## config.mk

```make
export PLATFORM = sky130hd
export DESIGN_NAME = srt4_prenorm_pipe_flat
export DESIGN_NICKNAME = d
export VERILOG_FILES = /design/src/rtl/srt4_prenorm_pipe_pkg.sv /design/src/rtl/srt4_prenorm_pipe_if.sv /design/src/rtl/srt4_lzc.sv /design/src/rtl/srt4_prenorm_pipe.sv /design/src/flat_wrapper.sv
export SDC_FILE = /design/constraint.sdc
export NUM_CORES = 1
export LEC_CHECK = 0
export CAP_MARGIN = 20
export CORE_ASPECT_RATIO = 1.5
export CORE_MARGIN = 5
export CORE_UTILIZATION = 55
export CTS_CLUSTER_SIZE = 16
export DETAILED_ROUTE_END_ITERATION = 7
export DONT_BUFFER_PORTS = 1
export PLACE_DENSITY = 0.68
export SLEW_MARGIN = 15
export SYNTH_ARGS = -nofsm -noshare
export SYNTH_HDL_FRONTEND = slang
export SYNTH_HIERARCHICAL = 1
export SYNTH_SLANG_ARGS = --single-unit
```

## constraint.sdc

```tcl
create_clock -name clk -period 4 [get_ports clk]
set_input_delay 0.8 -clock clk [delete_from_list [all_inputs] [get_ports clk]]
set_output_delay 0.8 -clock clk [all_outputs]
set_load 0.05 [all_outputs]
```

## src/rtl/srt4_prenorm_pipe_pkg.sv

```systemverilog
// Shared constants, width helpers and sign-info bundle for the SRT-4 divider
// front end (pre-normaliser, iteration core and post-processing).
package srt4_prenorm_pipe_pkg;

  localparam int DW_DEFAULT = 32;
  localparam int STAR_PAD   = 3;

  typedef struct packed {
    logic quo_neg;
    logic rem_neg;
  } sign_info_t;

  function automatic int itw_of(input int dw);
    return $clog2(dw / 2 + 2);
  endfunction

  function automatic int rw_of(input int dw);
    return $clog2(dw + 1);
  endfunction

endpackage

```

## src/rtl/srt4_prenorm_pipe_if.sv

```systemverilog
// Operand/result bundle between the operand source, the pre-normaliser and
// the iteration core.
interface srt4_prenorm_pipe_if #(
  parameter int DW = srt4_prenorm_pipe_pkg::DW_DEFAULT
);
  localparam int ITW = srt4_prenorm_pipe_pkg::itw_of(DW);
  localparam int RW  = srt4_prenorm_pipe_pkg::rw_of(DW);

  // A bundle moves on a cycle where valid and ready are both high at the
  // clock edge; a producer holding valid must keep its bundle stable until then.
  logic          in_valid;
  logic          in_ready;
  logic          op_signed;
  logic [DW-1:0] dividend;
  logic [DW-1:0] divisor;

  logic          out_valid;
  logic          out_ready;
  logic [DW+2:0] divisor_star;
  logic [DW+5:0] dividend_star;
  logic [ITW-1:0] iterations;
  logic [RW-1:0] recovery;
  logic          quo_neg;
  logic          rem_neg;
  logic          div_by_zero;

  modport master (
    output in_valid, op_signed, dividend, divisor, out_ready,
    input  in_ready, out_valid, divisor_star, dividend_star, iterations,
           recovery, quo_neg, rem_neg, div_by_zero
  );

  modport slave (
    input  in_valid, op_signed, dividend, divisor, out_ready,
    output in_ready, out_valid, divisor_star, dividend_star, iterations,
           recovery, quo_neg, rem_neg, div_by_zero
  );

endinterface

```

## src/rtl/srt4_lzc.sv

```systemverilog
// Combinational leading-zero counter built as a binary tree of 2-bit encoders.
module srt4_lzc #(
  parameter int DW  = 32,
  parameter int LZW = $clog2(DW)
) (
  input  logic [DW-1:0]  a,
  output logic [LZW-1:0] lz,
  output logic           all_zero
);

  localparam int NP = 1 << LZW;

  logic [NP-1:0]  v_l [LZW+1];
  logic [LZW-1:0] c_l [LZW+1][NP];

  // Operand is left-justified into a power-of-two field; zero padding at the
  // bottom never changes the count for a non-zero operand.
  always_comb begin
    for (int k = 0; k <= LZW; k++) begin
      v_l[k] = '0;
      for (int j = 0; j < NP; j++) c_l[k][j] = '0;
    end
    v_l[0] = NP'(a) << (NP - DW);
    for (int k = 1; k <= LZW; k++) begin
      for (int j = 0; j < (NP >> k); j++) begin
        v_l[k][j] = v_l[k-1][2*j+1] | v_l[k-1][2*j];
        c_l[k][j] = v_l[k-1][2*j+1] ? c_l[k-1][2*j+1]
                                    : (c_l[k-1][2*j] | LZW'(1 << (k - 1)));
      end
    end
  end

  assign lz       = c_l[LZW][0];
  assign all_zero = ~v_l[LZW][0];

endmodule

```

## src/rtl/srt4_prenorm_pipe.sv

```systemverilog
// Two-stage SRT-4 pre-normaliser: S1 takes magnitudes and signs, S2 normalises
// the divisor, aligns the dividend and derives iteration/recovery counts.
module srt4_prenorm_pipe
  import srt4_prenorm_pipe_pkg::*;
#(
  parameter int DW        = 32,
  parameter bit SIGNED_EN = 1'b1
) (
  input  logic clk,
  input  logic rst,
  input  logic flush,
  srt4_prenorm_pipe_if.slave io
);

  localparam int ITW = itw_of(DW);
  localparam int RW  = rw_of(DW);
  localparam int LZW = $clog2(DW);

  logic s1_valid, s2_valid, s1_adv, s2_adv;

  logic op_sgn, sgn_dd, sgn_dv;
  logic [DW-1:0] abs_dd, abs_dv;
  sign_info_t    in_sign;

  logic [DW-1:0] s1_abs_dd, s1_abs_dv;
  sign_info_t    s1_sign;

  logic [LZW-1:0] lz;
  logic           dv_zero;
  logic [DW-1:0]  dv_norm;
  logic [DW+2:0]  dd_align;
  logic [ITW-1:0] iter_n;
  logic [RW-1:0]  rec_n;

  logic [DW+2:0]  dv_star_q;
  logic [DW+5:0]  dd_star_q;
  logic [ITW-1:0] iter_q;
  logic [RW-1:0]  rec_q;
  sign_info_t     s2_sign;
  logic           dbz_q;

  // Each stage moves when its successor can take the entry; ready never
  // depends on in_valid, only on occupancy and out_ready.
  assign s2_adv      = ~s2_valid | io.out_ready;
  assign s1_adv      = ~s1_valid | s2_adv;
  assign io.in_ready = ~rst & s1_adv;

  always_comb begin
    op_sgn          = io.op_signed & SIGNED_EN;
    sgn_dd          = op_sgn & io.dividend[DW-1];
    sgn_dv          = op_sgn & io.divisor[DW-1];
    abs_dd          = sgn_dd ? -io.dividend : io.dividend;
    abs_dv          = sgn_dv ? -io.divisor  : io.divisor;
    in_sign.quo_neg = op_sgn & (sgn_dd ^ sgn_dv) & (|io.divisor);
    in_sign.rem_neg = op_sgn & sgn_dd & (|io.dividend);
  end

  always_ff @(posedge clk) begin
    if (rst) begin
      s1_valid  <= 1'b0;
      s1_abs_dd <= '0;
      s1_abs_dv <= '0;
      s1_sign   <= '0;
    end else if (flush) begin
      s1_valid <= 1'b0;
    end else if (s1_adv) begin
      s1_valid <= io.in_valid;
      if (io.in_valid) begin
        s1_abs_dd <= abs_dd;
        s1_abs_dv <= abs_dv;
        s1_sign   <= in_sign;
      end
    end
  end

  srt4_lzc #(.DW(DW), .LZW(LZW)) u_lzc (
    .a        (s1_abs_dv),
    .lz       (lz),
    .all_zero (dv_zero)
  );

  // Odd lz leaves the dividend as is; even lz shifts it one more place so the
  // quotient digits land on a radix-4 boundary.
  always_comb begin
    dv_norm  = s1_abs_dv << lz;
    dd_align = lz[0] ? {3'b000, s1_abs_dd} : {2'b00, s1_abs_dd, 1'b0};
    iter_n   = ITW'((int'(lz) + 1) / 2 + 1);
    rec_n    = RW'(DW - int'(lz));
  end

  always_ff @(posedge clk) begin
    if (rst) begin
      s2_valid  <= 1'b0;
      dv_star_q <= '0;
      dd_star_q <= '0;
      iter_q    <= '0;
      rec_q     <= '0;
      s2_sign   <= '0;
      dbz_q     <= 1'b0;
    end else if (flush) begin
      s2_valid <= 1'b0;
    end else if (s2_adv) begin
      s2_valid <= s1_valid;
      if (s1_valid) begin
        dbz_q     <= dv_zero;
        dv_star_q <= dv_zero ? '0 : {3'b000, dv_norm};
        dd_star_q <= dv_zero ? '0 : {3'b000, dd_align};
        iter_q    <= dv_zero ? '0 : iter_n;
        rec_q     <= dv_zero ? '0 : rec_n;
        s2_sign   <= dv_zero ? '0 : s1_sign;
      end
    end
  end

  assign io.out_valid     = s2_valid;
  assign io.divisor_star  = dv_star_q;
  assign io.dividend_star = dd_star_q;
  assign io.iterations    = iter_q;
  assign io.recovery      = rec_q;
  assign io.quo_neg       = s2_sign.quo_neg;
  assign io.rem_neg       = s2_sign.rem_neg;
  assign io.div_by_zero   = dbz_q;

endmodule

```

## src/flat_wrapper.sv

```systemverilog
// flat-port wrapper written by rule: the top's interface ports become plain ports
module srt4_prenorm_pipe_flat import srt4_prenorm_pipe_pkg::*;
#(
  parameter int DW        = 32,
  parameter bit SIGNED_EN = 1'b1
)
  (clk, rst, flush, io_in_valid, io_op_signed, io_dividend, io_divisor, io_out_ready, io_in_ready, io_out_valid, io_divisor_star, io_dividend_star, io_iterations, io_recovery, io_quo_neg, io_rem_neg, io_div_by_zero);
  srt4_prenorm_pipe_if #(.DW(DW)) io_i ();
  input  logic clk;
  input  logic rst;
  input  logic flush;
  input wire logic [$bits(io_i.in_valid)-1:0] io_in_valid;
  input wire logic [$bits(io_i.op_signed)-1:0] io_op_signed;
  input wire logic [$bits(io_i.dividend)-1:0] io_dividend;
  input wire logic [$bits(io_i.divisor)-1:0] io_divisor;
  input wire logic [$bits(io_i.out_ready)-1:0] io_out_ready;
  output wire logic [$bits(io_i.in_ready)-1:0] io_in_ready;
  output wire logic [$bits(io_i.out_valid)-1:0] io_out_valid;
  output wire logic [$bits(io_i.divisor_star)-1:0] io_divisor_star;
  output wire logic [$bits(io_i.dividend_star)-1:0] io_dividend_star;
  output wire logic [$bits(io_i.iterations)-1:0] io_iterations;
  output wire logic [$bits(io_i.recovery)-1:0] io_recovery;
  output wire logic [$bits(io_i.quo_neg)-1:0] io_quo_neg;
  output wire logic [$bits(io_i.rem_neg)-1:0] io_rem_neg;
  output wire logic [$bits(io_i.div_by_zero)-1:0] io_div_by_zero;
  assign io_i.in_valid = io_in_valid;
  assign io_i.op_signed = io_op_signed;
  assign io_i.dividend = io_dividend;
  assign io_i.divisor = io_divisor;
  assign io_i.out_ready = io_out_ready;
  assign io_in_ready = io_i.in_ready;
  assign io_out_valid = io_i.out_valid;
  assign io_divisor_star = io_i.divisor_star;
  assign io_dividend_star = io_i.dividend_star;
  assign io_iterations = io_i.iterations;
  assign io_recovery = io_i.recovery;
  assign io_quo_neg = io_i.quo_neg;
  assign io_rem_neg = io_i.rem_neg;
  assign io_div_by_zero = io_i.div_by_zero;
  srt4_prenorm_pipe #(.DW(DW), .SIGNED_EN(SIGNED_EN)) u_core (.clk(clk), .rst(rst), .flush(flush), .io(io_i));
endmodule
```

### Yosys cells after proc, flatten, opt, wreduce, memory -nomap -nowiden

Index checks and enable logic that the tools add are counted.

| operators by class | value |
|---|---|
| equal/unequal tests | 0 |
| $add $sub $neg | 6 |
| mux-type cells | 39 |
| shifts and indexed selects | 1 |
| bitwise gates (word level) | 47 |
| $lt $le $gt $ge | 0 |
| div/mod/pow operators | 0 |
| reductions and logical operators | 5 |
| $mul | 0 |

Operator list:

| kind | number |
|---|---|
| $mux 32 | 3 |
| $neg 32->32 | 2 |
| $reduce_or 32->1 | 2 |
| $mux 35 | 1 |
| $mux 33 | 1 |
| $or 1x1->1 | 33 |
| $shl 32x5->32 | 1 |
| $mux 2 | 9 |
| $mux 1 | 16 |
| $mux 5 | 3 |
| $mux 3 | 4 |
| $and 1x1->1 | 7 |
| $add 5x1->6 const B | 1 |
| $mux 6 | 1 |
| $reduce_and 3->1 | 2 |
| $sub 6x5->6 const A | 1 |
| $add 5x1->5 | 1 |
| $add 5x2->5 const B | 1 |
| $not 1->1 | 5 |
| $mux 4 | 1 |
| $reduce_or 2->1 | 1 |
| $and 1x1->1 const A | 1 |
| $xor 1x1->1 | 1 |

| word-level totals | value |
|---|---|
| logic and storage cells | 111 |
| output and inout port bits | 89 |
| memory bits (writable) | 0 |
| register bits | 155 |
| input bits | 70 |
| memories | 0 |
| ROM bits | 0 |
| latch bits | 0 |

### Logic depth before layout (Yosys ltp)

Gate-level depths: netlist (run 1).

| logic depth | value |
|---|---|
| depth in word-level cells | 10 |
| depth in mapped cells | 14 |
| gate-level depth less buffers | 12 |

### Modules after synthesis

The synthesis (run 1) kept the hierarchy.

Modules (own cells, without submodules):

| module | times used | area an instance (µm²) | cells each | seq. area each (µm²) |
|---|---|---|---|---|
| srt4_prenorm_pipe | 1 | 8857.2 | 1050 | 2942.8 |
| srt4_lzc | 1 | 347.8 | 57 | 0.0 |

### Worst setup path before layout (run 1)

OpenSTA, ideal clock, no wires.

| timing path | value |
|---|---|
| path kind | reg2reg |
| start point | register u_core.s1_abs_dv[15] |
| end point | register u_core.iter_q[3], in the netlist u_core/io.iterations[3] |
| buffers on the path | 2 |
| setup slack | 351 ps |
| clock period less this slack | 3649 ps |
| data required time | 3921 ps |
| setup time | 79 ps |
| cell stages (with the launch flop) | 14 |
| arrival | 3570 ps |
| cell sequence | dfxtp_1 -> or4_4 -> nor2b_4 -> o211ai_2 -> a311oi_2 -> buf_2 -> inv_1 -> clkbuf_1 -> ha_1 -> a21boi_0 -> o21ai_0 -> a21oi_1 -> or4bb_1 -> o211ai_1 |

| on the way | value |
|---|---|
| word-level cells in the longest chain between the ends | 10 |
| elaborated cells on any way between the ends | 15 |
| classes of those cells | add/sub: 3; mux: 6; bitwise: 6 |

RTL lines:

| what | line | RTL |
|---|---|---|
| start: declaration | srt4_prenorm_pipe.sv:25 | `logic [DW-1:0] s1_abs_dd, s1_abs_dv;` |
| start signal: assignment | srt4_prenorm_pipe.sv:70 | `s1_abs_dv <= abs_dv;` |
| $mux 1 / $or 1x1->1 (equally long branches) | srt4_lzc.sv:27, srt4_lzc.sv:26 |  |
| $mux 2 / $or 1x1->1 (equally long branches) | srt4_lzc.sv:27, srt4_lzc.sv:26 |  |
| $mux 3 / $or 1x1->1 (equally long branches) | srt4_lzc.sv:27, srt4_lzc.sv:26 |  |
| $mux 4 * | srt4_lzc.sv:27 | `c_l[k][j] = v_l[k-1][2*j+1] ? c_l[k-1][2*j+1]` |
| $mux 5 * | srt4_lzc.sv:27 |  |
| net u_core.lz[0] | srt4_prenorm_pipe.sv:28 | `logic [LZW-1:0] lz;` |
| $add 5x1->6 * | srt4_prenorm_pipe.sv:87 | `iter_n = ITW'((int'(lz) + 1) / 2 + 1);` |
| $and 1x1->1 (no line) | n/a |  |
| $add 5x1->5 (no line) * | n/a |  |
| $add 5x2->5 * | srt4_prenorm_pipe.sv:87 |  |
| $mux 5 * | srt4_prenorm_pipe.sv:108 | `iter_q <= dv_zero ? '0 : iter_n;` |
| end signal: assignment | srt4_prenorm_pipe.sv:108 |  |
| end: declaration | srt4_prenorm_pipe.sv:37 | `logic [ITW-1:0] iter_q;` |

The timed path passes the listed nets; every way through them passes the cells marked *.
A chain may end at the register's enable or synchronous reset.

### Final worst setup path (run 1)

| timing path | value |
|---|---|
| start point | register u_core.s1_abs_dv[10] |
| end point | register u_core.iter_q[3], in the netlist u_core/io.iterations[3] |

| on the way | value |
|---|---|
| word-level cells in the longest chain between the ends | 10 |
| elaborated cells on any way between the ends | 14 |
| classes of those cells | add/sub: 3; mux: 5; bitwise: 6 |

RTL lines:

| what | line | RTL |
|---|---|---|
| $or 1x1->1 * | srt4_lzc.sv:26 | `v_l[k][j] = v_l[k-1][2*j+1] \| v_l[k-1][2*j];` |
| $mux 2 / $or 1x1->1 (equally long branches) | srt4_lzc.sv:27, srt4_lzc.sv:26 |  |
| $mux 3 / $or 1x1->1 (equally long branches) | srt4_lzc.sv:27, srt4_lzc.sv:26 |  |
| $mux 4 * | srt4_lzc.sv:27 |  |
| $mux 5 * | srt4_lzc.sv:27 |  |
| net u_core.lz[0] | srt4_prenorm_pipe.sv:28 |  |
| $add 5x1->6 * | srt4_prenorm_pipe.sv:87 |  |
| $and 1x1->1 (no line) | n/a |  |
| $add 5x1->5 (no line) * | n/a |  |
| $add 5x2->5 * | srt4_prenorm_pipe.sv:87 |  |
| $mux 5 * | srt4_prenorm_pipe.sv:108 |  |

Marked as above.

==> metrics.csv, run 1 <==
stage;metric;value;unit
sta;rsz0062_at_grt;false;
setup_path;crit_required;4340;ps
yosys;yosys-top-cells-area;dfxtp_1, mux2i_1, mux4_2;
cells_and_area;finalNonFillerCells;1289;
cells_and_area;antenna_cells;0;
clock_network;cts.sinks;147;
cells_and_area;mostFrequentLayoutCells;nor2_1, dfxtp_1, nand2_1;
sta;timing.final.ws_setup;524;ps
global_route;grt.total_usage;27.0;%
floorplan;io_pins;159;
sta;finalClockSkew;8.41;ps
power;p_leak;0.00353;uW
setup_path;worstSetupEndpointType;register;
yosys;synthArstFlopShare;0;%
sta;finalSetupViolations;0;
cells_and_area;area_growth_syn_to_layout;7.94;%
setup_path;critPathLaunchType;register;
clock_network;cts_buffers;17;
yosys;synth-seq-area-share;32.0;%
hold_path;hold_class;input port to register;
yosys;syn-cell-area;9210;um^2
global_route;grt_pass1_vias;7775;
drt;num_vias;8230;
yosys;synth.top_cell.area_share;32.0;%
placement;pre_cts_slack;574;ps
floorplan;die_h;168;um
global_route;grt_pass1_wl;42200;um
setup_path;critPathMaxStageDelay;500;ps
setup_path;cpMostUsedCell;buf_4;
drt;first_pass_iters;6;
sta;min_period_over_period;86.9;%
drt;drtIter0Drc;808;
clock_network;clock_latency;430;ps
sta;fin_crit;3480;ps
cells_and_area;drive_gt1_share;11.9;%
setup_path;crit_slowest_cell;nor4_1;
floorplan;coreArea;16600;um^2
setup_path;critical_path_class;register to register;
cells_and_area;final_common_cell;nor2_1;
clock_network;clk_pin_slew_worst_paths;60;ps
setup_path;crit_buf_inv;2;
clock_network;cts_resized;0;
floorplan;start_util;55.4;%
sta;worst_slew_pin_slew;898;ps
floorplan;die_width;116;um
clock_network;cts_tree;done;
sta;hold_viol;0;
clock_network;max-clock-path-buffers;2;
drt;detail_route.wl_per_cell;20.6;um
drt;drc_errors;0;
job;maxCapViolCount;0;
global_route;grt_overflow;0;
yosys;ys_ff_latch;147;
setup_path;cp.arrival;3820;ps
sta;setup_tns;0;ps
setup_path;crit_fanout;29;
placement;port-buffer-count;0;
yosys;syn_inst;1107;
global_route;antenna_found_initial;0;
clock_network;cts_setup_buffers;0;
power;power_density;443;nW/um^2
yosys;yosys_warnings;6;
sta;finalMaxSlewViolations;0;
yosys;synth_flop_cell;dfxtp_1;
drt;avgViaCountPerCell;6.38;
setup_path;cp_top_family;simple AND/OR/NAND/NOR gates;
cells_and_area;final_net_count;1141;
drt;totalWireLength;26500;um
yosys;synth_edf_count;0;
setup_path;path_cells;nor4_1 -> nor2b_4 -> o211ai_2 -> a311oi_4 -> buf_4 -> buf_4 -> a21boi_0 -> o21ai_0 -> a21oi_1 -> or4bb_1 -> o211ai_1;
clock_network;root_buffer;clkbuf_16;
placement;gp_congestion;0.970;
sta;max_freq;288;MHz
yosys;synth_top_area_cell;dfxtp_1;
run_status;status;finished clean;
placement;hpwl;19400;um
floorplan;num_rows;58;
sta;slew_headroom;40.1;%
clock_network;hold_buffers;0;
clock_network;htree_num_levels;4;
floorplan;die-area;19500;um^2
yosys;syn-mean-instance-area;8.32;um^2
yosys;yosysUniqueCellTypes;80;
power;vdd_drop_max;0.000371;V
drt;final_antenna_net_count;0;
global_route;grt_max_degree;147;
placement;place_inst;1257;
-- final timing paths --
kind / from / end / slack, ps / cells past startpoint
max: u_core/s1_abs_dv[10] / u_core/io.iterations[3] / 520 / 11
min: rst / u_core/io.dividend_star[3] / 430 / 1
max reg2reg: u_core/s1_abs_dv[10] / u_core/io.iterations[3] / 520 / 11
min reg2reg: u_core/s1_abs_dd[26] / u_core/s1_abs_dd[26] / 500 / 2
-- through the flow --
stage	hold WS (ps)	util, %	power, uW	instance area, um^2
2_1_floorplan	437	-	2620	9230
6_report	435	59.8	4400	9940
3_5_place_dp	488	56.5	2890	9380
5_1_grt	431	59.8	4580	9940
4_1_cts	429	59.8	4400	9940
3_3_place_gp	477	56.5	2880	9380
-- kinds of logic after synthesis --
kind of cell	after synthesis	share of synthesized area [%]
xor gates and xnor gates	55	5.23
muxes	109	15.6
DFF	147	32.0
AOI/OAI and AO/OA	277	20.2
buffers and inverters	111	4.99
and+or+nand+nor	402	21.3
adders and majority gates	5	0.680
other	1	0.0407
-- registers in the layout, summed over array words and instances, names as in the netlist --
register                 flops
u_core/s1_sign               2
u_core/io.div_by_zero        1
u_core/s1_abs_dv            32
u_core/io.divisor_star      32
u_core/io.out_valid          1
u_core/io.quo_neg            1
u_core/io.iterations         5
u_core/io.dividend_star     33
u_core/io.recovery           6
u_core/io.rem_neg            1
u_core/s1_abs_dd            32
u_core/s1_valid              1
-- per-layer routing --
| metal | routed length [um] | GRT usage, % | up-vias |
|---|---|---|---|
| met2 | 13000 | 44.9 | 296 |
| met3 | 2020 | 6.94 | 61 |
| met5 | 0 | 0 | - |
| li1 | - | - | 3997 |
| met1 | 10600 | 32.9 | 3876 |
| met4 | 876 | 11.0 | 0 |
-- layout make-up --
type | count | area (um^2)
sequential | 147 | 2940
inverter | 15 | 56.3
clock buffer | 18 | 429
timing repair buffer | 29 | 243
multi-input combinational | 856 | 5880
tap | 210 | 263
clock inverter | 14 | 125
fill | 1509 | 6680
-- cell usage after synthesis, drive strengths merged, types with 7 or more instances --
cell type	count
or4	11
buf	29
mux2	15
mux4	26
o31ai	15
xnor2	21
xor2	34
o21ai	32
nor2	157
o22ai	14
nor3	50
a211oi	46
a31oi	13
nor2b	7
and3	7
nand2	89
or3	16
a21oi	79
nand2b	7
mux2i	68
a311oi	7
inv	15
o211ai	7
dfxtp	147
a32oi	10
nand3	8
nor4	14
clkbuf	67
a22oi	21
-- power breakdown --
part | total (uW) | internal, uW | leakage [uW] | switching, uW
clock | 1520 | 861 | 0.000268 | 655
combinational | 1220 | 521 | 0.00206 | 700
sequential | 1660 | 1520 | 0.00120 | 136
total | 4400 | 2910 | 0.00353 | 1490
Note: power is estimated with default switching activity, not from simulation.
==> run 2: changes to the inputs <==
Settings changed: CORE_UTILIZATION 55 to 40, PLACE_DENSITY 0.68 to 0.52.
==> metrics.csv, run 2 (synthesis results as in run 1) <==
stage;metric;value;unit
run_status;status;finished clean;
drt;avgViaCountPerCell;6.00;
power;p_int;3060;uW
global_route;use_met3;6.52;%
cells_and_area;final_net_count;1138;
global_route;antenna_found_initial;0;
global_route;grt.busiest_layer;met2;
sta;min_period_over_period;88.2;%
clock_network;cts_resized;0;
cells_and_area;antenna_cells;0;
clock_network;cts_tree;done;
floorplan;io_pins;159;
clock_network;htree_num_levels;4;
sta;finalSetupViolations;0;
sta;finalMaxSlewViolations;0;
setup_path;critPathLaunchType;register;
sta;setup_tns;0;ps
power;vdd_drop_max;0.000313;V
clock_network;clk_pin_slew_worst_paths;60;ps
setup_path;crit_fanout;28;
clock_network;root_buffer;clkbuf_16;
cells_and_area;area_growth_syn_to_layout;9.01;%
sta;max_freq;284;MHz
power;power_density;450;nW/um^2
global_route;grt_overflow;0;
setup_path;cp.arrival;3820;ps
global_route;grt_pass1_wl;45400;um
cells_and_area;final_common_cell;nor2_1;
setup_path;worstSetupEndpointType;register;
drt;num_vias;8118;
clock_network;max-clock-path-buffers;2;
clock_network;hold_buffers;0;
cells_and_area;mostFrequentLayoutCells;nor2_1, dfxtp_1, nand2_1;
drt;final_antenna_net_count;0;
floorplan;start_util;40.2;%
sta;timing.final.ws_setup;474;ps
power;p_leak;0.00353;uW
floorplan;die_h;196;um
cells_and_area;drive_gt1_share;11.5;%
sta;worst_slew_pin_slew;1050;ps
setup_path;path_cells;or4_4 -> nor2b_4 -> o211ai_2 -> a311oi_4 -> buf_4 -> mux4_2 -> nand2_1 -> o21ai_0 -> o2111ai_1 -> o211ai_1;
floorplan;num_rows;68;
setup_path;crit_slowest_cell;mux4_2;
hold_path;hold_class;input port to register;
power;pwr-share-comb;26.8;%
drt;totalWireLength;28800;um
floorplan;die_width;134;um
sta;fin_crit;3530;ps
job;maxCapViolCount;0;
global_route;grtUsageMet2;36.8;%
cells_and_area;largest_reg_flops;33;
global_route;grt.total_usage;21.8;%
power;switching_power;1450;uW
clock_network;clock_latency;430;ps
power;seq_power_share;36.9;%
clock_network;cts_setup_buffers;0;
power;clkPwrFrac;36.3;%
drt;detail_route.wl_per_cell;21.3;um
global_route;use_met1;26.3;%
sta;slew_headroom;29.6;%
hold_path;hold_depth;1;
sta;rsz0062_at_grt;false;
placement;pre_cts_slack;496;ps
clock_network;cts.sinks;147;
setup_path;crit_required;4290;ps
drt;drc_errors;0;
power;p_sw_share;32.2;%
sta;hold_viol;0;
floorplan;die-area;26200;um^2
global_route;grt_max_degree;147;
drt;drtIter0Drc;640;
clock_network;cts_buffers;17;
placement;port-buffer-count;0;
global_route;grt_pass1_vias;7833;
sta;whs;432;ps
sta;finalClockSkew;6.50;ps
placement;hpwl;21200;um
setup_path;critPathMaxStageDelay;600;ps
setup_path;critical_path_class;register to register;
floorplan;coreArea;22900;um^2
placement;gp_congestion;0.886;
setup_path;ff2ff_path_depth;10;
drt;first_pass_iters;5;
run 2: worst paths after layout:
| path | start | to | slack, ps |
|---|---|---|---|
| worst min register to register | u_core/s1_abs_dd[28] | u_core/s1_abs_dd[28] | 480 |
| worst max-delay path | u_core/s1_abs_dv[14] | u_core/io.divisor_star[25] | 470 |
| worst min-delay path | rst | u_core/io.dividend_star[5] | 430 |
| worst max register to register | u_core/s1_abs_dv[14] | u_core/io.divisor_star[25] | 470 |
run 2: power by group through the flow:
stage | Clock, uW | Sequential [uW] | Combinational, uW
global route | 1750 | 1670 | 1310
global placement | 0 | 1700 | 1200
finish | 1640 | 1670 | 1210
floorplan | 0 | 1660 | 956
detailed placement | 0 | 1700 | 1200
CTS | 1680 | 1670 | 1210
run 2: layout make-up:
| type | instances | area (um^2) |
|---|---|---|
| Fill cell | 2261 | 12900 |
| Multi-Input combinational cell | 856 | 5880 |
| Sequential cell | 147 | 2940 |
| Clock buffer | 21 | 470 |
| Tap cell | 280 | 350 |
| Timing Repair Buffer | 26 | 208 |
| Clock inverter | 8 | 129 |
| Inverter | 15 | 56.3 |
run 2: per-layer routing:
| metal | routed length (um) | share of wire, % |
|---|---|---|
| met5 | 0 | 0 |
| met4 | 733 | 2.5 |
| met3 | 2080 | 7.2 |
| met2 | 14200 | 49 |
| met1 | 11800 | 41 |
run 2: metrics by stage:
step           utilization (%)  area, um^2  total power, uW  cells
2_1_floorplan                -        9230             2620   1114
3_3_place_gp              41.2        9440             2900   1324
3_5_place_dp              41.2        9440             2900   1324
4_1_cts                   43.8       10000             4560   1353
5_1_grt                   43.8       10000             4730   1353
6_report                  43.8       10000             4510   1353
run 2: critical path, delay by kind of cell, from the launching register on:
family	cells	cell delay, ps
muxes	1	600
AOI/OAI and AO/OA	5	1090
buffers and inverters	1	430
DFF	1	410
and+or+nand+nor	3	850
==> run 3: changes to the inputs <==
Clock period 4 ns to 3.74 ns, I/O delays scaled along.
==> metrics.csv, run 3 (synthesis results as in run 1) <==
stage;metric;value;unit
floorplan;die-area;26200;um^2
sta;rsz0062_at_grt;false;
clock_network;cts_tree;done;
power;p_total;5000;uW
clock_network;cts.sinks;147;
floorplan;io_pins;159;
clock_network;cts_resized;0;
sta;finalClockSkew;12.5;ps
placement;gp_congestion;0.968;
sta;finalMaxSlewViolations;0;
clock_network;cts_setup_buffers;0;
placement;port-buffer-count;0;
power;power_density;489;nW/um^2
job;maxCapViolCount;0;
sta;slew_headroom;39.3;%
hold_path;hold_class;input port to register;
drt;first_pass_iters;5;
setup_path;critical_path_class;register to register;
global_route;grt_pass1_vias;7937;
drt;drc_errors;0;
global_route;grt.total_usage;22.2;%
global_route;grt_pass1_wl;46200;um
cells_and_area;area_growth_syn_to_layout;11.0;%
floorplan;die_h;196;um
sta;hold_viol;0;
global_route;use_met3;5.75;%
global_route;antenna_found_initial;0;
setup_path;worstSetupEndpointType;register;
clock_network;htree_num_levels;4;
power;vdd_drop_max;0.000316;V
cells_and_area;antenna_cells;0;
floorplan;coreArea;22900;um^2
drt;num_vias;8242;
cells_and_area;final_net_count;1152;
sta;finalSetupViolations;0;
global_route;grt_max_degree;147;
clock_network;cts_buffers;17;
global_route;grt_overflow;0;
setup_path;crit_fanout;42;
floorplan;start_util;40.2;%
power;p_leak;0.00363;uW
sta;min_period_over_period;90.8;%
cells_and_area;largest_reg_flops;33;
clock_network;root_buffer;clkbuf_16;
floorplan;num_rows;68;
sta;setup_tns;0;ps
setup_path;crit_required;4060;ps
clock_network;clock_latency;440;ps
placement;hpwl;22000;um
drt;final_antenna_net_count;0;
cells_and_area;drive_gt1_share;12.8;%
global_route;use_met1;26.0;%
drt;avgViaCountPerCell;6.02;
floorplan;die_width;134;um
drt;detail_route.wl_per_cell;21.6;um
clock_network;clk_pin_slew_worst_paths;70;ps
sta;fin_crit;3400;ps
clock_network;hold_buffers;0;
drt;totalWireLength;29600;um
cells_and_area;mostFrequentLayoutCells;nor2_1, dfxtp_1, nand2_1;
global_route;grt.busiest_layer;met2;
sta;max_freq;294;MHz
cells_and_area;final_common_cell;nor2_1;
setup_path;cp.arrival;3710;ps
setup_path;critPathLaunchType;register;
drt;drtIter0Drc;488;
sta;worst_slew_pin_slew;910;ps
global_route;grtUsageMet2;38.6;%
clock_network;max-clock-path-buffers;2;
run_status;status;finished clean;
## run 3: worst max-delay path, stage by stage (launching register included)
cell and delay [ps]:
dfxtp_1 400, or4_4 560, nor2b_4 160, o211ai_2 140, a311oi_4 390, buf_12 300, buf_4 300, mux4_2 550
a32o_1 220, a22oi_1 150, a31oi_1 100
## run 3: layer usage
metal / routed length, um / vias to the layer above
met5: 0 / -
met4: 977 / 0
met3: 1870 / 54
met2: 14800 / 228
met1: 12000 / 3917
li1: - / 4043
## run 3: stage by stage
stage / instance area [um^2] / utilization, % / hold WS [ps] / setup slack [ps] / std cells
finish: 10200 / 44.6 / 377 / 344 / 1370
global placement: 9580 / 41.8 / 477 / 424 / 1338
detailed placement: 9580 / 41.8 / 487 / 345 / 1338
floorplan: 9230 / - / 437 / 91.3 / 1114
global route: 10200 / 44.6 / 355 / 127 / 1370
CTS: 10200 / 44.6 / 352 / 326 / 1370
## run 3: area by class of cell
type,instances,area (um^2)
Tap cell,280,350
Timing Repair Buffer,40,350
Clock buffer,19,443
Clock inverter,13,195
Sequential cell,147,2940
Multi-Input combinational cell,856,5880
Fill cell,2317,12700
Inverter,15,56.3
## run 3: path summary, 6_finish.rpt
path	startpoint	endpoint	slack [ps]	depth (start not counted)
worst max-delay path	u_core/s1_abs_dv[15]	u_core/io.divisor_star[27]	340	10
worst min-delay path	flush	u_core/s1_valid	380	1
worst max register to register	u_core/s1_abs_dv[15]	u_core/io.divisor_star[27]	340	10
worst min register to register	u_core/s1_abs_dd[30]	u_core/s1_abs_dd[30]	490	2
## run 3: power by group
group	switching [uW]	total, uW	internal, uW	leakage [uW]
Sequential	135	1770	1630	0.00120
Clock	718	1860	1140	0.000301
Combinational	786	1370	582	0.00213
